`src/rtl/lpif_auto_sync_pkg.sv`:
```
// Shared types and constants for the LPIF auto-sync sequencer.
// State enums, debug word layout and window-length helper.
package lpif_auto_sync_pkg;

  typedef enum logic [1:0] {
    TX_IDLE   = 2'd0,
    TX_MRK    = 2'd1,
    TX_STB    = 2'd2,
    TX_ONLINE = 2'd3
  } tx_state_e;

  typedef enum logic [1:0] {
    RX_IDLE   = 2'd0,
    RX_WAIT   = 2'd1,
    RX_ONLINE = 2'd2
  } rx_state_e;

  localparam int DBG_RX_MASK_LSB = 24;
  localparam int DBG_TX_ON       = 19;
  localparam int DBG_RX_ON       = 18;
  localparam int DBG_TX_ST_LSB   = 16;
  localparam int DBG_RX_ST_LSB   = 14;

  // Counter load value so that a window lasts max(v,1) cycles.
  function automatic logic [15:0] win_last(input logic [15:0] v);
    return (v == 16'd0) ? 16'd0 : v - 16'd1;
  endfunction

endpackage

```
`src/rtl/lpif_delay_cnt.sv`:
```
// 16-bit saturating down-counter with clear, load and enable.
// done is high whenever the count has reached zero.
module lpif_delay_cnt (
  input  logic        clk,
  input  logic        rst_n,
  input  logic        clr,
  input  logic        load,
  input  logic [15:0] load_val,
  input  logic        en,
  output logic        done
);

  logic [15:0] cnt_q;
  logic [15:0] cnt_d;

  always_comb begin
    cnt_d = cnt_q;
    if (clr) begin
      cnt_d = '0;
    end else if (load) begin
      cnt_d = load_val;
    end else if (en && (cnt_q != 16'd0)) begin
      cnt_d = cnt_q - 16'd1;
    end
  end

  always_ff @(posedge clk or negedge rst_n) begin
    if (!rst_n) begin
      cnt_q <= '0;
    end else begin
      cnt_q <= cnt_d;
    end
  end

  assign done = (cnt_q == 16'd0);

endmodule

```
`src/rtl/lpif_auto_sync_nch.sv`:
```
// LPIF TX/RX online sequencer with marker/strobe gating.
// TX walks IDLE->MRK->STB->ONLINE; RX waits on all channels.
module lpif_auto_sync_nch
  import lpif_auto_sync_pkg::*;
#(
  parameter int unsigned NUM_CHAN          = 2,
  parameter int unsigned MARKER_WIDTH      = 1,
  parameter bit          PERSISTENT_MARKER = 1'b1,
  parameter bit          PERSISTENT_STROBE = 1'b1
) (
  input  logic                    clk_wr,
  input  logic                    rst_wr_n,
  input  logic                    tx_online,
  input  logic [NUM_CHAN-1:0]     rx_online,
  input  logic                    rx_online_holdoff,
  input  logic [15:0]             delay_x_value,
  input  logic [15:0]             delay_y_value,
  input  logic [15:0]             delay_z_value,
  input  logic [MARKER_WIDTH-1:0] tx_mrk_userbit,
  input  logic                    tx_stb_userbit,
  output logic                    tx_online_delay,
  output logic                    rx_online_delay,
  output logic [MARKER_WIDTH-1:0] tx_auto_mrk_userbit,
  output logic                    tx_auto_stb_userbit,
  output logic [31:0]             debug_status
);

  tx_state_e tx_state_q, tx_state_d;
  rx_state_e rx_state_q, rx_state_d;

  logic        tx_clr, tx_load, tx_en, tx_done;
  logic [15:0] tx_ld_val;
  logic        rx_clr, rx_load, rx_en, rx_done;
  logic [15:0] rx_ld_val;

  logic                    tx_on_q, tx_on_d;
  logic                    rx_on_q, rx_on_d;
  logic [MARKER_WIDTH-1:0] mrk_q, mrk_d;
  logic                    stb_q, stb_d;
  logic [31:0]             debug_q, debug_d;
  logic [7:0]              rx_mask;
  logic                    rx_all;

  assign rx_all = &rx_online;

  lpif_delay_cnt u_tx_cnt (
    .clk      (clk_wr),
    .rst_n    (rst_wr_n),
    .clr      (tx_clr),
    .load     (tx_load),
    .load_val (tx_ld_val),
    .en       (tx_en),
    .done     (tx_done)
  );

  lpif_delay_cnt u_rx_cnt (
    .clk      (clk_wr),
    .rst_n    (rst_wr_n),
    .clr      (rx_clr),
    .load     (rx_load),
    .load_val (rx_ld_val),
    .en       (rx_en),
    .done     (rx_done)
  );

  // A tx_online drop overrides any window expiry.
  always_comb begin
    tx_state_d = tx_state_q;
    tx_clr     = 1'b0;
    tx_load    = 1'b0;
    tx_ld_val  = '0;
    tx_en      = 1'b0;
    if (!tx_online) begin
      tx_state_d = TX_IDLE;
      tx_clr     = 1'b1;
    end else begin
      unique case (tx_state_q)
        TX_IDLE: begin
          tx_state_d = TX_MRK;
          tx_load    = 1'b1;
          tx_ld_val  = win_last(delay_x_value);
        end
        TX_MRK: begin
          if (tx_done) begin
            tx_state_d = TX_STB;
            tx_load    = 1'b1;
            tx_ld_val  = win_last(delay_y_value);
          end else begin
            tx_en = 1'b1;
          end
        end
        TX_STB: begin
          if (tx_done) begin
            tx_state_d = TX_ONLINE;
            tx_clr     = 1'b1;
          end else begin
            tx_en = 1'b1;
          end
        end
        default: tx_state_d = TX_ONLINE;
      endcase
    end
  end

  // Holdoff freezes both the count and the exit from WAIT.
  always_comb begin
    rx_state_d = rx_state_q;
    rx_clr     = 1'b0;
    rx_load    = 1'b0;
    rx_ld_val  = '0;
    rx_en      = 1'b0;
    if (!rx_all) begin
      rx_state_d = RX_IDLE;
      rx_clr     = 1'b1;
    end else begin
      unique case (rx_state_q)
        RX_IDLE: begin
          rx_state_d = RX_WAIT;
          rx_load    = 1'b1;
          rx_ld_val  = win_last(delay_z_value);
        end
        RX_WAIT: begin
          if (rx_done && !rx_online_holdoff) begin
            rx_state_d = RX_ONLINE;
            rx_clr     = 1'b1;
          end else begin
            rx_en = !rx_online_holdoff;
          end
        end
        RX_ONLINE: rx_state_d = RX_ONLINE;
        default:   rx_state_d = RX_IDLE;
      endcase
    end
  end

  always_comb begin
    tx_on_d = (tx_state_q == TX_ONLINE);
    rx_on_d = (rx_state_q == RX_ONLINE);
    mrk_d   = '0;
    stb_d   = 1'b0;
    unique case (tx_state_q)
      TX_IDLE: begin
        mrk_d = '0;
        stb_d = 1'b0;
      end
      TX_MRK: begin
        mrk_d = tx_mrk_userbit;
        stb_d = tx_stb_userbit;
      end
      TX_STB: begin
        mrk_d = PERSISTENT_MARKER ? tx_mrk_userbit : '0;
        stb_d = tx_stb_userbit;
      end
      default: begin
        mrk_d = PERSISTENT_MARKER ? tx_mrk_userbit : '0;
        stb_d = PERSISTENT_STROBE ? tx_stb_userbit : 1'b0;
      end
    endcase
  end

  always_comb begin
    rx_mask                = '0;
    rx_mask[NUM_CHAN-1:0]  = rx_online;
    debug_d                = '0;
    debug_d[DBG_RX_MASK_LSB +: 8] = rx_mask;
    debug_d[DBG_TX_ON]            = tx_on_d;
    debug_d[DBG_RX_ON]            = rx_on_d;
    debug_d[DBG_TX_ST_LSB +: 2]   = tx_state_q;
    debug_d[DBG_RX_ST_LSB +: 2]   = rx_state_q;
  end

  always_ff @(posedge clk_wr or negedge rst_wr_n) begin
    if (!rst_wr_n) begin
      tx_state_q <= TX_IDLE;
      rx_state_q <= RX_IDLE;
      tx_on_q    <= 1'b0;
      rx_on_q    <= 1'b0;
      mrk_q      <= '0;
      stb_q      <= 1'b0;
      debug_q    <= '0;
    end else begin
      tx_state_q <= tx_state_d;
      rx_state_q <= rx_state_d;
      tx_on_q    <= tx_on_d;
      rx_on_q    <= rx_on_d;
      mrk_q      <= mrk_d;
      stb_q      <= stb_d;
      debug_q    <= debug_d;
    end
  end

  assign tx_online_delay     = tx_on_q;
  assign rx_online_delay     = rx_on_q;
  assign tx_auto_mrk_userbit = mrk_q;
  assign tx_auto_stb_userbit = stb_q;
  assign debug_status        = debug_q;

endmodule

```
`config.mk`:
```
export PLATFORM = sky130hd
export DESIGN_NAME = lpif_auto_sync_nch
export DESIGN_NICKNAME = d
export VERILOG_FILES = /design/src/rtl/lpif_auto_sync_pkg.sv /design/src/rtl/lpif_delay_cnt.sv /design/src/rtl/lpif_auto_sync_nch.sv
export SDC_FILE = /design/constraint.sdc
export NUM_CORES = 1
export LEC_CHECK = 0
export CORE_MARGIN = 3
export CORE_UTILIZATION = 51
export DETAILED_ROUTE_END_ITERATION = 7
export GPL_TIMING_DRIVEN = 1
export PLACE_DENSITY = 0.81
export SYNTH_ARGS = -nofsm -noshare
export SYNTH_HDL_FRONTEND = slang
export SYNTH_SLANG_ARGS = --single-unit
```
`constraint.sdc`:
```
create_clock -name clk_wr -period 3.4 [get_ports clk_wr]
set_input_delay 0.68 -clock clk_wr [delete_from_list [all_inputs] [get_ports clk_wr]]
set_output_delay 0.68 -clock clk_wr [all_outputs]
set_load 0.1 [all_outputs]
```
# After elaboration in Yosys (flattened, before gate mapping)
# Cells that the tools add are included.
dict set report word_totals {
  ff_bits 48
  input_bits 56
  out_inout_bits 36
  word_cells 79
}
dict set report op_classes {
  n_addsub 5
  n_eq_ne 8
  mux 39
  reduce_logical 18
}
# op count
set op_table {}
lappend op_table {{two-way mux 16 bit} 13}
lappend op_table {{zero test 16 bit} 5}
lappend op_table {{subtractor 16 x 1 -> 16 bit (second input constant)} 5}
lappend op_table {{one-hot mux 16 bit (2 select lines)} 1}
lappend op_table {{nonzero test 16 bit} 2}
lappend op_table {{two-way mux 1 bit} 17}
lappend op_table {{one-hot mux 2 bit (3 select lines)} 2}
lappend op_table {{two-way mux 2 bit} 5}
lappend op_table {{!= test 3 bit (second input constant)} 3}
lappend op_table {{equality test 2 bit (second input constant)} 3}
lappend op_table {{nonzero test 3 bit} 2}
lappend op_table {{equality test 2 x 1 -> 1 bit (second input constant)} 2}
lappend op_table {{zero test 2 bit} 2}
lappend op_table {{AND reduction 2 bit} 2}
lappend op_table {{logical AND 1 bit} 3}
lappend op_table {{one-hot mux 1 bit (2 select lines)} 1}
lappend op_table {{OR reduction 2 bit} 1}
lappend op_table {{zero test 1 bit} 1}

# Logic depth before layout (Yosys ltp)
# Gate-level depths: netlist (run 1).
dict set report logic_depth {
  word_depth 9
  mapped_depth 10
  ltp_nobuf 8
}

# Hierarchy
# A second synthesis (run 1) with hierarchy kept.
dict set report unflattened {
  cells_unflattened 507
  hier_area_um2 4146.5
}
# mod instances cells_each area_per_inst_um2 seq_area_each_um2
set modules_own_cells {}
lappend modules_own_cells {lpif_delay_cnt 2 124 1104.8 400.4}
lappend modules_own_cells {lpif_auto_sync_nch 1 259 1936.9 350.3}

# Worst setup path before layout (run 1)
# No wires, ideal clock.
dict set report synth_timing {
  kind {input-to-reg}
  startpoint {input delay_y_value[0]}
  endpoint {register u_tx_cnt.cnt_q[9]}
  setup_time_ns 0.126
  arrival_time_ns 2.365
  required_time_ns 3.274
  slack_ns 0.909
  path_stages 8
  path_buffers 1
  path_cell_list {inv_1 > ha_1 > nor3b_1 > nand3_1 > o311ai_4 > buf_4 > o22ai_1 > a221o_1}
}
dict set report synth_between {
  elab_chain_cells 7
  elab_cells_between_ends 8
  cone_classes {add/sub (1); mux (6); reduce/logical (1)}
}
# element line_no
set synth_rtl {}
lappend synth_rtl {{start: declaration} lpif_auto_sync_nch.sv:17} ;# input logic [15:0] delay_y_value,
lappend synth_rtl {{subtractor 16 x 1 -> 16 bit / zero test 16 bit (equally long branches)} lpif_auto_sync_pkg.sv:26} ;# return (v == 16'd0) ? 16'd0 : v - 16'd1;
lappend synth_rtl {{two-way mux 16 bit (*)} lpif_auto_sync_pkg.sv:26}
lappend synth_rtl {{two-way mux 16 bit (*)} lpif_auto_sync_nch.sv:84} ;# if (tx_done) begin
lappend synth_rtl {{one-hot mux 16 bit (2 select lines) (*)} lpif_auto_sync_nch.sv:77} ;# unique case (tx_state_q)
lappend synth_rtl {{two-way mux 16 bit (*)} lpif_auto_sync_nch.sv:73} ;# if (!tx_online) begin
lappend synth_rtl {{two-way mux 16 bit (*)} lpif_delay_cnt.sv:20} ;# end else if (load) begin
lappend synth_rtl {{two-way mux 16 bit (*)} lpif_delay_cnt.sv:18} ;# if (clr) begin
lappend synth_rtl {{end signal: assignment} lpif_delay_cnt.sv:31} ;# cnt_q <= cnt_d;
lappend synth_rtl {{end: declaration} lpif_delay_cnt.sv:13} ;# logic [15:0] cnt_q;
# Mark *: on every way between the ends. The rest lies on a longest branch, timed or not.
# A chain may end at the register's enable or synchronous reset.

# Worst setup path after layout (run 1)
dict set report layout_timing {
  startpoint {input delay_y_value[0]}
  endpoint {register u_tx_cnt.cnt_q[13]}
}
# The elaborated chain is that of the path after synthesis.

==> reports/qor.log, run 1 <==
qor: run_status.status completed
qor: yosys.synthesis.area 3960 um2
qor: yosys.synth-warning-count 0
qor: floorplan.start_util 53.4%
qor: route.detailroute.via_count 3757
qor: yosys.synth_cells 468
qor: grt.grt_start_max_net_pins 47
qor: power_and_ir_drop.static-leakage-power 1.91 nW
qor: grt.grt_overflow 0
qor: timing.timing.clock.skew 0.00392 ns
qor: timing.rsz0062_at_grt false
qor: clock_tree.ctsRootBufferMaster clkbuf_8
qor: yosys.synth.area.top_cells dfrtp_1, buf_4, ha_1
qor: clock_tree.tritoncts done
qor: yosys.synth-seq-area-share 29.1%
qor: clock_tree.postCtsSetupBuffers 0
qor: yosys.ys_ff_latch 46
qor: cells_and_area.final_nets 608
qor: worst_setup_path.crit_family compound AO/OA/AOI/OAI gates
qor: power_and_ir_drop.net_switching_share_of_the_total_power 49.6%
qor: yosys.ys_top_cells_by_count dfrtp_1, nand2_1, nor2_1
qor: floorplan.chipWidth 94.1 um
qor: placement.preCtsSetupSlack 0.305 ns
qor: yosys.synth_mux_area_share 0.253%
qor: worst_setup_path.critical_path_peak_fanout 10
qor: floorplan.die_area 8850 um2
qor: clock_tree.cts.clk_slew.worst_paths 0.08 ns
qor: timing.finalHoldWorstSlack 0.410 ns
qor: route.antenna_violation_net_count_after_detailed_routing 0
qor: clock_tree.cts_hold_buffers 0
qor: worst_hold_path.hold_path_depth 0
qor: grt.grt_first_pass_wirelength 16.2 mm
qor: route.drtPass1Iterations 7
qor: power_and_ir_drop.cellInternalPower 1.44 mW
qor: yosys.synthMostInstantiatedCell dfrtp_1
qor: floorplan.rows 31
qor: clock_tree.h-tree-depth 2
qor: power_and_ir_drop.combinational_share_of_power 57.6%
qor: route.detailedRoute.firstIterationViolations 383
qor: clock_tree.post_cts_resized 0
qor: timing.timing.slew.headroom 33.4%
qor: grt.antenna_violations_before_repair 0
qor: floorplan.core-area 7410 um2
qor: route.post-route-drc-count 0
qor: worst_setup_path.chain_of_cells_forming_the_critical_path clkdlybuf4s50_1, inv_1, ha_1, nor3b_1, nand3_1, o311ai_4, buf_4, o22ai_1, a221o_1
qor: yosys.synth_compound_gate_area_share 20.4%
qor: placement.placed_area 4630 um2
qor: worst_setup_path.setup.worst_path.end_class register
qor: worst_setup_path.worst_ep_required_time 3.59 ns
qor: worst_setup_path.ff2ff_setup_slack 0.72 ns
qor: job.timing.max_cap.violations 0
qor: timing.setup_viol 0
qor: timing.final.setup.tns 0 ns
qor: floorplan.die_h 94.1 um
qor: clock_tree.worstSkewPairLatency 0.30 ns
qor: timing.transition_time_at_the_pin_with_the_least_slew_margin 0.999 ns
qor: yosys.synthAdderAreaFrac 5.06%
qor: worst_setup_path.worst_path_max_delay_cell clkdlybuf4s50_1
qor: timing.final-max-slew-violation-count 0
qor: timing.hold_viol 0
qor: worst_setup_path.peak_per_stage_delay_on_the_critical_path 0.46 ns
qor: power_and_ir_drop.clock_power_share 14.0%
qor: timing.final_critical_path_setup_slack 0.620 ns
qor: yosys.yosys.area_share.simple 27.1%
qor: worst_setup_path.timing.setup.critical_path_class in2reg
qor: placement.dp_hpwl 7.66 mm
qor: yosys.synth_largest_area_cell dfrtp_1
qor: worst_setup_path.critPathLaunchType primary input
qor: yosys.synth.top_cell.area_share 29.1%
qor: grt.grt.total_usage 22.5%
qor: placement.gp_congestion 0.890
qor: cells_and_area.area_grow_syn2layout 19.6%
qor: power_and_ir_drop.net-switching-power 1.42 mW
qor: yosys.async_reset_ff_share 100%
qor: timing.finalCriticalPeriod 2.78 ns
qor: worst_setup_path.cp.arrival 2.97 ns
qor: clock_tree.cts-buffers-inserted 5
qor: power_and_ir_drop.power.density_cell_area 605 nW/um2
qor: worst_setup_path.reg2reg_depth 9
qor: worst_setup_path.cp.buffers_inverters 3
qor: route.wl_per_cell 15.4 um
qor: power_and_ir_drop.seq_power_share 28.5%
qor: worst_hold_path.hp-class reg2reg
qor: clock_tree.clockBufferDepth 2
qor: timing.fmax 0.360 GHz
qor: yosys.netlist-cell-type-count 62
qor: grt.via_count_of_the_first_global_routing_pass 3447
qor: timing.final_period_util 81.8%
qor: floorplan.io_pins 92
qor: yosys.synth-main-ff-cell dfrtp_1
qor: route.avgViaCountPerCell 5.91
qor: clock_tree.tritoncts_num_sinks 46
qor: yosys.synth_top_family_by_area simple AND/OR/NAND/NOR gates
qor: yosys.post_synth.cell_area_avg 8.46 um2
qor: cells_and_area.post_route_cells_drive_above_1_share 5.77%
qor: yosys.post_synth_xor_area_fraction 9.29%
qor: route.drt_total_wl 9.79 mm
qor: power_and_ir_drop.power.ir.vdd_worst 0.000233 V
qor: placement.placement.io_buffers 67
qor: worst_setup_path.timing.critical_path.depth 9
qor: yosys.synth_enable_flop_cells 0
qor: cells_and_area.insertedDiodeCount 0
qor: cells_and_area.final_cell_area 4730 um2
worst paths after layout:
kind,startpoint,to
min in group asynchronous,rst_wr_n,u_rx_cnt.cnt_q[13]$_DFFE_PN0P_
min,rx_state_q[0]$_DFFE_PN0P_,debug_status[14]$_DFF_PN0_
max,delay_y_value[0],u_tx_cnt.cnt_q[13]$_DFFE_PN0P_
min reg2reg,rx_state_q[0]$_DFFE_PN0P_,debug_status[14]$_DFF_PN0_
max reg2reg,u_rx_cnt.cnt_q[0]$_DFFE_PN0P_,u_rx_cnt.cnt_q[9]$_DFFE_PN0P_
max in group asynchronous,rst_wr_n,u_rx_cnt.cnt_q[6]$_DFFE_PN0P_
cells by family (layout without fill, tap and decap cells):
kind of cell,Yosys count,in the layout
simple gates,191,191
compound gates,113,113
buf+inv,58,104
flops,46,46
xor+xnor,42,42
fa+ha+maj,16,16
other cells,1,24
mux,1,1
stage by stage:
stage          total power, mW  instances  util [%]
3_5_place_dp              2.43        628      62.5
3_3_place_gp              2.39        628      62.5
2_1_floorplan             2.05        491         -
6_report                  2.86        636      63.9
5_1_grt                   3.07        636      63.9
4_1_cts                   2.84        636      63.9
power groups by stage:
stage | sequential [mW] | combinational (mW) | clock, mW
finish | 0.815 | 1.65 | 0.401
global route | 0.831 | 1.80 | 0.437
CTS | 0.810 | 1.62 | 0.409
detailed placement | 0.816 | 1.62 | 0
global placement | 0.810 | 1.58 | 0
floorplan | 0.946 | 1.11 | 0
area by class of cell:
cell class                 instances  area [um2]
multi-input combinational        387        2550
fill                             626        2680
sequential                        46        1150
timing repair buffer              75         726
inverter                          21        78.8
clock inverter                     1        30.0
clock buffer                       7        76.3
tap                               99         124
cells in the final DEF, fill, tap and decap left out, types with 6 or more instances in the layout:
master	synthesis	routed
nor4_1	12	12
xnor2_1	21	21
dfrtp_1	46	46
a22o_1	6	6
o21ai_0	29	29
clkdlybuf4s50_1	0	66
o21ai_1	14	14
inv_1	21	21
buf_4	29	8
ha_1	16	16
nor2_1	42	42
xor2_1	21	21
nor3_1	22	22
nand3_1	17	17
nand4_1	6	6
nor3b_1	10	10
o22ai_1	10	10
a21oi_1	12	12
conb_1	1	24
a221o_1	7	7
nand2_1	42	42
flip-flops by register name, indices dropped and copies added (netlist names):
name                 cells
u_rx_cnt.cnt_q          16
u_tx_cnt.cnt_q          16
debug_status             8
rx_state_q               2
tx_state_q               2
tx_auto_mrk_userbit      1
tx_auto_stb_userbit      1
routing by layer:
metal,vias up,global-route usage (%),share of wire [%],wire length [um]
met2,147,36.9,47,4640
met3,7,3.29,6.0,588
met1,1783,31.3,46,4490
met5,-,0,0,0
met4,0,5.05,0.81,79
li1,1820,-,-,-
Note: power is estimated with default switching activity, not from simulation.
==> inputs of run 2 (changes only) <==
--- a/config.mk
+++ b/config.mk
@@ -6,10 +6,10 @@
 export NUM_CORES = 1
 export LEC_CHECK = 0
 export CORE_MARGIN = 3
-export CORE_UTILIZATION = 51
+export CORE_UTILIZATION = 46
 export DETAILED_ROUTE_END_ITERATION = 7
 export GPL_TIMING_DRIVEN = 1
-export PLACE_DENSITY = 0.81
+export PLACE_DENSITY = 0.77
 export SYNTH_ARGS = -nofsm -noshare
 export SYNTH_HDL_FRONTEND = slang
 export SYNTH_SLANG_ARGS = --single-unit
==> constraint.sdc (replaced) <==
create_clock -name clk_wr -period 2.5 [get_ports clk_wr]
set_input_delay 0.5 -clock clk_wr [delete_from_list [all_inputs] [get_ports clk_wr]]
set_output_delay 0.5 -clock clk_wr [all_outputs]
set_load 0.1 [all_outputs]
==> run 2 against run 1 <==
  * Setup slack worse by 0.55 ns
  * Critical path type unchanged
  * Register-to-register slack worse by 0.53 ns
  * Critical path depth down 2
==> reports/qor.log, run 2 (synthesized netlist as in run 1, its figures left out) <==
qor: run_status.status completed
qor: worst_setup_path.worst_ep_required_time 2.69 ns
qor: clock_tree.tritoncts done
qor: clock_tree.worstSkewPairLatency 0.30 ns
qor: power_and_ir_drop.static-leakage-power 2.27 nW
qor: floorplan.die_h 98.8 um
qor: timing.final-max-slew-violation-count 0
qor: timing.timing.clock.skew 0.00494 ns
qor: cells_and_area.final_nets 676
qor: cells_and_area.most-common-layout-cells buf_4, clkdlybuf4s50_1, dfrtp_1
qor: worst_setup_path.critPathLaunchType primary input
qor: timing.timing.slew.headroom 57.4%
qor: clock_tree.ctsRootBufferMaster clkbuf_8
qor: timing.hold_viol 0
qor: route.detailedRoute.firstIterationViolations 376
qor: worst_setup_path.ff2ff_setup_slack 0.19 ns
qor: timing.final.setup.tns 0 ns
qor: route.detailroute.via_count 4117
qor: timing.finalCriticalPeriod 2.43 ns
qor: route.post-route-drc-count 0
qor: grt.antenna_violations_before_repair 0
qor: worst_setup_path.cp.arrival 2.62 ns
qor: clock_tree.cts_hold_buffers 0
qor: clock_tree.h-tree-depth 2
qor: power_and_ir_drop.power.ir.vdd_worst 0.000423 V
qor: route.drtPass1Iterations 5
qor: power_and_ir_drop.power.density_cell_area 784 nW/um2
qor: cells_and_area.utilization 63.4%
qor: clock_tree.clockBufferDepth 2
qor: clock_tree.tritoncts_num_sinks 46
qor: grt.grt.total_usage 21.7%
qor: timing.final_period_util 97.2%
qor: floorplan.rows 33
qor: route.wl_per_cell 15.1 um
qor: floorplan.die_area 9750 um2
qor: route.avgViaCountPerCell 5.80
qor: floorplan.chipWidth 98.8 um
qor: worst_hold_path.hp-class in2async
qor: placement.gp_congestion 0.925
qor: grt.grt_overflow 0
qor: placement.placement.io_buffers 67
qor: timing.fmax 0.412 GHz
qor: route.antenna_violation_net_count_after_detailed_routing 0
qor: worst_setup_path.critical_path_peak_fanout 4
qor: job.timing.max_cap.violations 0
qor: cells_and_area.post_route_cells_drive_above_1_share 19.3%
qor: floorplan.io_pins 92
qor: grt.via_count_of_the_first_global_routing_pass 3957
qor: worst_setup_path.setup.worst_path.end_class register
qor: route.drt_total_wl 10.7 mm
qor: floorplan.start_util 47.7%
qor: grt.grt_start_max_net_pins 47
qor: clock_tree.cts-buffers-inserted 5
qor: timing.transition_time_at_the_pin_with_the_least_slew_margin 0.635 ns
qor: clock_tree.cts.clk_slew.worst_paths 0.08 ns
qor: cells_and_area.insertedDiodeCount 0
qor: timing.setup_viol 0
qor: grt.grt_first_pass_wirelength 17.9 mm
qor: cells_and_area.layout.cells.most_common buf_4
qor: worst_setup_path.timing.setup.critical_path_class in2reg
qor: placement.dp_hpwl 8.55 mm
qor: floorplan.core-area 8300 um2
qor: cells_and_area.area_grow_syn2layout 33.0%
==> run 2: through the flow <==
stage               power (mW)  cell area, um2  cells  worst slack [ns]  hold WS, ns
floorplan                 2.79            4040    491             0.127        0.204
global placement          3.43            5110    702            -0.124        0.388
detailed placement        3.50            5110    702            -0.210        0.400
CTS                       4.06            5220    710            0.0783        0.303
global route              4.41            5260    710           -0.0135        0.323
finish                    4.13            5260    710            0.0712        0.278
==> run 2: final timing paths <==
path	startpoint	endpoint	cells past startpoint
max	delay_z_value[9]	u_rx_cnt.cnt_q[11]$_DFFE_PN0P_	7
min in group clk_wr	rx_state_q[1]$_DFFE_PN0P_	debug_status[15]$_DFF_PN0_	0
max reg2reg	u_tx_cnt.cnt_q[12]$_DFFE_PN0P_	u_tx_cnt.cnt_q[8]$_DFFE_PN0P_	6
min reg2reg	rx_state_q[1]$_DFFE_PN0P_	debug_status[15]$_DFF_PN0_	0
min	rst_wr_n	debug_status[16]$_DFF_PN0_	2
max in group asynchronous	rst_wr_n	u_tx_cnt.cnt_q[11]$_DFFE_PN0P_	2
==> run 2: layout make-up <==
class	instances	area, um2
tap	105	131
inverter	21	78.8
timing repair buffer	143	1210
sequential	46	1150
clock buffer	7	76.3
clock inverter	1	30.0
multi-input combinational	387	2590
fill	714	3040
==> run 2: layer usage <==
metal / GRT usage, % / share of wire (%) / vias up
met1: 29.5 / 44 / 1944
met5: 0 / 0 / -
met4: 5.36 / 2.3 / 0
met2: 35.9 / 47 / 195
met3: 3.61 / 7.0 / 25
li1: - / - / 1953
==> run 2: what timing repair did <==
item                                    in CTS  in global routing
endpoints found under the setup margin       0                 12
setup buffers                                0                  0
gates resized for setup                      0                  8
endpoints found under the hold margin        0                  0
==> run 2: worst max-delay path: stages <==
cell,delay (ns)
clkdlybuf4s50_1,0.43
or4_1,0.62
nor4_4,0.28
a41o_1,0.26
buf_4,0.14
nor4_2,0.06
a221o_1,0.32
==> run 2: power breakdown <==
group | switching, mW | internal, mW | leakage [nW]
Sequential | 0.205 | 0.912 | 0.612
Combinational | 1.56 | 0.903 | 1.60
Clock | 0.248 | 0.299 | 0.0524
Total | 2.01 | 2.12 | 2.27
==> inputs of run 3 (changes only) <==
--- a/config.mk
+++ b/config.mk
@@ -10,6 +10,7 @@
 export DETAILED_ROUTE_END_ITERATION = 7
 export GPL_TIMING_DRIVEN = 1
 export PLACE_DENSITY = 0.77
+export SKIP_LAST_GASP = 1
 export SYNTH_ARGS = -nofsm -noshare
 export SYNTH_HDL_FRONTEND = slang
 export SYNTH_SLANG_ARGS = --single-unit
==> run 3 against run 2 <==
  * Non-clock buffer count did not move
  * Largest cell class unchanged
  * Largest power group unchanged
  * Count of clock-buffer cells in the layout did not move
  * Clock skew barely moved
  * Routed wire length fell by 0.36%
  * Core utilization fell by 0.060 points
==> reports/qor.log, run 3 (synthesized netlist as in run 1, its figures left out) <==
qor: worst_setup_path.ff2ff_setup_slack 0.11 ns
qor: floorplan.io_pins 92
qor: worst_setup_path.cp_most_frequent_cell buf_4
qor: placement.dp_hpwl 8.55 mm
qor: clock_tree.cts-buffers-inserted 5
qor: cells_and_area.num-fill-cells 713
qor: route.drt_total_wl 10.7 mm
qor: worst_setup_path.crit_family simple AND/OR/NAND/NOR gates
qor: floorplan.die_area 9750 um2
qor: power_and_ir_drop.power.density_cell_area 783 nW/um2
qor: grt.via_count_of_the_first_global_routing_pass 3957
qor: timing.transition_time_at_the_pin_with_the_least_slew_margin 1.11 ns
qor: grt.grt.total_usage 21.7%
qor: route.antenna_violation_net_count_after_detailed_routing 0
qor: grt.grt_overflow 0
qor: clock_tree.postCtsSetupBuffers 0
qor: placement.preCtsSetupSlack -0.210 ns
qor: power_and_ir_drop.power.ir.vdd_worst 0.000422 V
qor: cells_and_area.post_route_cells_drive_above_1_share 19.2%
qor: run_status.status completed
qor: cells_and_area.layout.cells.most_common buf_4
qor: timing.finalCriticalPeriod 2.43 ns
qor: route.post-route-drc-count 0
qor: power_and_ir_drop.static-leakage-power 2.27 nW
qor: clock_tree.tritoncts_num_sinks 46
qor: clock_tree.h-tree-depth 2
qor: floorplan.chipWidth 98.8 um
qor: timing.setup_viol 0
qor: route.drtPass1Iterations 5
qor: clock_tree.ctsRootBufferMaster clkbuf_8
qor: cells_and_area.insertedDiodeCount 0
qor: timing.fmax 0.412 GHz
qor: route.wl_per_cell 15.0 um
qor: clock_tree.tritoncts done
qor: job.timing.max_cap.violations 0
qor: worst_hold_path.hp-class in2async
qor: worst_setup_path.peak_per_stage_delay_on_the_critical_path 0.63 ns
qor: cells_and_area.multiInputGateArea 2580 um2
qor: worst_setup_path.timing.setup.critical_path_class in2reg
qor: grt.antenna_violations_before_repair 0
qor: placement.placedCellCount 702
qor: worst_setup_path.cp.buffers_inverters 3
qor: clock_tree.cts.clk_slew.worst_paths 0.08 ns
qor: route.avgViaCountPerCell 5.80
qor: worst_setup_path.cp.arrival 2.59 ns
qor: timing.final_period_util 97.2%
qor: timing.timing.clock.skew 0.00479 ns
qor: grt.grt_start_max_net_pins 47
qor: cells_and_area.area_grow_syn2layout 32.8%
qor: clock_tree.worstSkewPairLatency 0.29 ns
qor: cells_and_area.most-common-layout-cells buf_4, clkdlybuf4s50_1, dfrtp_1
qor: worst_setup_path.worst_path_max_delay_cell or4_1
qor: grt.grt_first_pass_wirelength 17.9 mm
qor: worst_setup_path.critPathLaunchType primary input
qor: timing.final-max-slew-violation-count 0
qor: clock_tree.cts_hold_buffers 0
qor: cells_and_area.non_filler_cells_in_the_finished_layout 710
qor: floorplan.start_util 47.7%
qor: floorplan.rows 33
qor: power_and_ir_drop.total_power 4.12 mW
qor: cells_and_area.final_nets 676
qor: timing.timing.slew.headroom 25.5%
qor: floorplan.die_h 98.8 um
qor: clock_tree.clockBufferDepth 2
qor: route.detailedRoute.firstIterationViolations 312
qor: worst_setup_path.chain_of_cells_forming_the_critical_path clkdlybuf4s50_1, or4_1, nor4_4, a41o_1, buf_4, buf_4, o22ai_1, nand2_1, o21ai_0
qor: placement.gp_congestion 0.925
qor: route.detailroute.via_count 4117
qor: placement.placement.io_buffers 67
qor: timing.final_critical_path_setup_slack 0.0704 ns
qor: cells_and_area.final-seq-area 1150 um2
qor: worst_setup_path.worst_ep_required_time 2.66 ns
qor: timing.hold_viol 0
qor: worst_setup_path.critical_path_peak_fanout 7
qor: floorplan.core-area 8300 um2
qor: timing.rsz0062_at_grt true
qor: worst_setup_path.setup.worst_path.end_class register
[run 3: cell counts in the layout (fill, tap and decap cells not counted)]
No cell type changed its count.
[run 3: power breakdown]
group | leakage [nW] | switching (mW) | internal (mW) | total (mW)
logic | 1.60 | 1.55 | 0.903 | 2.46
clock network | 0.0524 | 0.246 | 0.299 | 0.545
registers | 0.612 | 0.205 | 0.912 | 1.12
total | 2.27 | 2.00 | 2.11 | 4.12
[run 3: metrics by stage]
step	hold slack [ns]	setup TNS, ns	utilization, %	area [um2]
2_1_floorplan	0.204	0	-	4040
3_3_place_gp	0.388	-1.51	61.6	5110
3_5_place_dp	0.400	-3.94	61.6	5110
4_1_cts	0.303	0	62.9	5220
5_1_grt	0.323	-0.0408	63.3	5260
6_report	0.282	0	63.3	5260
[run 3: path summary, 6_finish.rpt]
kind | from | cells after the start | end
worst min register to register | rx_state_q[1]$_DFFE_PN0P_ | 0 | debug_status[15]$_DFF_PN0_
worst max-delay path | delay_z_value[9] | 9 | u_rx_cnt.cnt_q[1]$_DFFE_PN0P_
max in group asynchronous | rst_wr_n | 2 | u_tx_cnt.cnt_q[5]$_DFFE_PN0P_
worst max register to register | u_rx_cnt.cnt_q[0]$_DFFE_PN0P_ | 7 | u_rx_cnt.cnt_q[2]$_DFFE_PN0P_
min in group clk_wr | rx_state_q[1]$_DFFE_PN0P_ | 0 | debug_status[15]$_DFF_PN0_
worst min-delay path | rst_wr_n | 2 | debug_status[19]$_DFF_PN0_
[run 3: layer usage]
layer | global-route usage (%) | up-vias | routed length, um
met4 | 5.36 | 0 | 191
met3 | 3.61 | 24 | 756
met1 | 29.5 | 1954 | 4670
met5 | 0 | - | 0
met2 | 35.9 | 183 | 5060
li1 | - | 1956 | -
[run 3: repair_timing]
item                                    4_1_cts  5_1_grt
endpoints found under the setup margin        0       12
resized for setup                             0        7
hold endpoints to repair                      0        0
[run 3: area by class of cell]
| cell class | instances | share of cell area (%) |
|---|---|---|
| clock buffer | 7 | 1.45 |
| clock inverter | 1 | 0.571 |
| inverter | 21 | 1.50 |
| multi-input combinational | 387 | 49.1 |
| sequential | 46 | 21.9 |
| tap | 105 | 2.50 |
| timing repair buffer | 143 | 22.9 |
==> variant: new RTL, settings of run 3 <==
Remove the register `tx_on_q`: a continuous assignment takes its place, so the output `tx_online_delay` follows one clock earlier.
--- a/src/rtl/lpif_auto_sync_nch.sv
+++ b/src/rtl/lpif_auto_sync_nch.sv
@@ -173,7 +173,6 @@
     if (!rst_wr_n) begin
       tx_state_q <= TX_IDLE;
       rx_state_q <= RX_IDLE;
-      tx_on_q    <= 1'b0;
       rx_on_q    <= 1'b0;
       mrk_q      <= '0;
       stb_q      <= 1'b0;
@@ -181,13 +180,14 @@
     end else begin
       tx_state_q <= tx_state_d;
       rx_state_q <= rx_state_d;
-      tx_on_q    <= tx_on_d;
       rx_on_q    <= rx_on_d;
       mrk_q      <= mrk_d;
       stb_q      <= stb_d;
       debug_q    <= debug_d;
     end
   end
+
+  assign tx_on_q = tx_on_d;
 
   assign tx_online_delay     = tx_on_q;
   assign rx_online_delay     = rx_on_q;
Function: changed (a bounded check fails within 4 cycles, from zero or initial values and one cycle with rst_wr_n low).
==> variant against run 3 <==
The flow now finishes with violations (negative setup slack); wire length up 7.5%; synthesized area down 3.3%; sequential power down 4%; clock skew up 0.78 ps; cell count up 2.1%; largest power group unchanged; sequential cell count unchanged; fmax down 4.2%; design area down 0.62%; via count up 3.9%; total power up 1.3%; critical endpoint is now u_rx_cnt.cnt_q[15]; worst setup slack worse by 110 ps; sequential share of layout area up 0.14 points; largest cell class unchanged.
==> variant: results <==
set metrics [dict create \
    outcome "finished, violations left" \
    violations "negative setup slack" \
    fin_nets 694 \
    drt-vias-per-instance 5.90 \
    cp.arrival_ps 2770 \
    grt.total_usage 0.237 \
    slew_headroom 0.614 \
    finalNonFillerCells 725 \
    drtIter0Drc 400 \
    yosys-top-cells-count "46 x dfrtp_1, 42 x nor2_1, 41 x nand2_1" \
    dp_cells 715 \
    grt_pass1_vias 4040 \
    avgSynthCellArea_sq_um 8.07 \
    synth-async-reset-ratio 1.00 \
    dp_hpwl_um 9220 \
    fin_skew_ps 5.58 \
    path_max_fanout 5 \
    leakage_uw 0.00226 \
    nFillCells 664 \
    ys_seq_area_frac 0.301 \
    drive_gt1_frac 0.202 \
    finalSetupViolCount 2 \
    ir_drop_mv 0.356 \
    fin_ws_ps -35.1 \
    grt_pass1_wl_um 19100 \
    gp_congestion 0.962 \
    tns_ps -68.0 \
]
==> variant: final timing paths <==
check | startpoint | endpoint | slack, ps | cells after the start
hold reg to reg | rx_state_q[0] | debug_status[14] | 440 | 0
max in group asynchronous | rst_wr_n | debug_status[18] | 1830 | 2
setup / recovery | u_rx_cnt.cnt_q[11] | u_rx_cnt.cnt_q[15] | -40 | 6
min in group clk_wr | rx_state_q[0] | debug_status[14] | 440 | 0
setup reg to reg | u_rx_cnt.cnt_q[11] | u_rx_cnt.cnt_q[15] | -40 | 6
hold / removal | rst_wr_n | u_tx_cnt.cnt_q[12] | 270 | 2
==> variant: area by class of cell <==
cell class              instances  area (sq um)  share of cell area
well taps                     102           128              0.0244
clock buffers                   7          76.3              0.0146
flip-flops and latches         46          1150               0.220
inverters                      18          67.6              0.0129
clock inverters                 1          30.0             0.00575
multi-input cells             398          2490               0.477
repair buffers                153          1280               0.245
==> variant: cells by family (layout without fill, tap and decap cells) <==
family                   after synthesis  count (layout)  synth area share
adder cells (fa/ha/maj)               16              16            0.0523
XOR/XNOR                              34              34            0.0778
AO/OA/AOI/OAI                        120             120             0.204
AND/OR/NAND/NOR                      201             201             0.279
other                                  1              24          0.000980
buffers and inverters                 53             179            0.0772
multiplexers                           3               3           0.00785
flip-flops                            46              46             0.301
==> variant: report_power, final <==
part           total [uW]  internal, uW  switching (uW)
logic                2560           948            1610
clock network         548           299             248
registers            1070           911             156
total                4170          2160            2010
==> variant: layer usage <==
| metal | wire length [um] | part of all wire | GRT usage |
|---|---|---|---|
| met2 | 5350 | 0.47 | 0.390 |
| met1 | 5050 | 0.44 | 0.331 |
| met3 | 916 | 0.080 | 0.0294 |
| met4 | 172 | 0.015 | 0.0616 |
| met5 | 0 | 0 | 0 |
==> variant: what timing repair did <==
action,in CTS,in global routing
pin swaps,0,0
endpoints found under the setup margin,1,13
gates resized for setup,0,5
buffers inserted,0,2
==> variant: critical path: stages, from the launching register on <==
cell     delay (ps)
dfrtp_1         410
or4_4           550
or4_4           480
or3_4           390
or4_1           400
o21ai_1          90
a22o_1          160
==> variant: metrics by stage <==
step	utilization	worst slack (ps)	power, uW	instance area [sq um]	hold WS [ps]
6_report	0.662	-35.1	4170	5230	268
5_1_grt	0.662	-89.3	4430	5230	336
4_1_cts	0.658	-28.9	4100	5190	300
3_5_place_dp	0.645	-185	3540	5080	425
3_3_place_gp	0.645	-71.0	3470	5080	410
2_1_floorplan	-	115	2700	3920	204
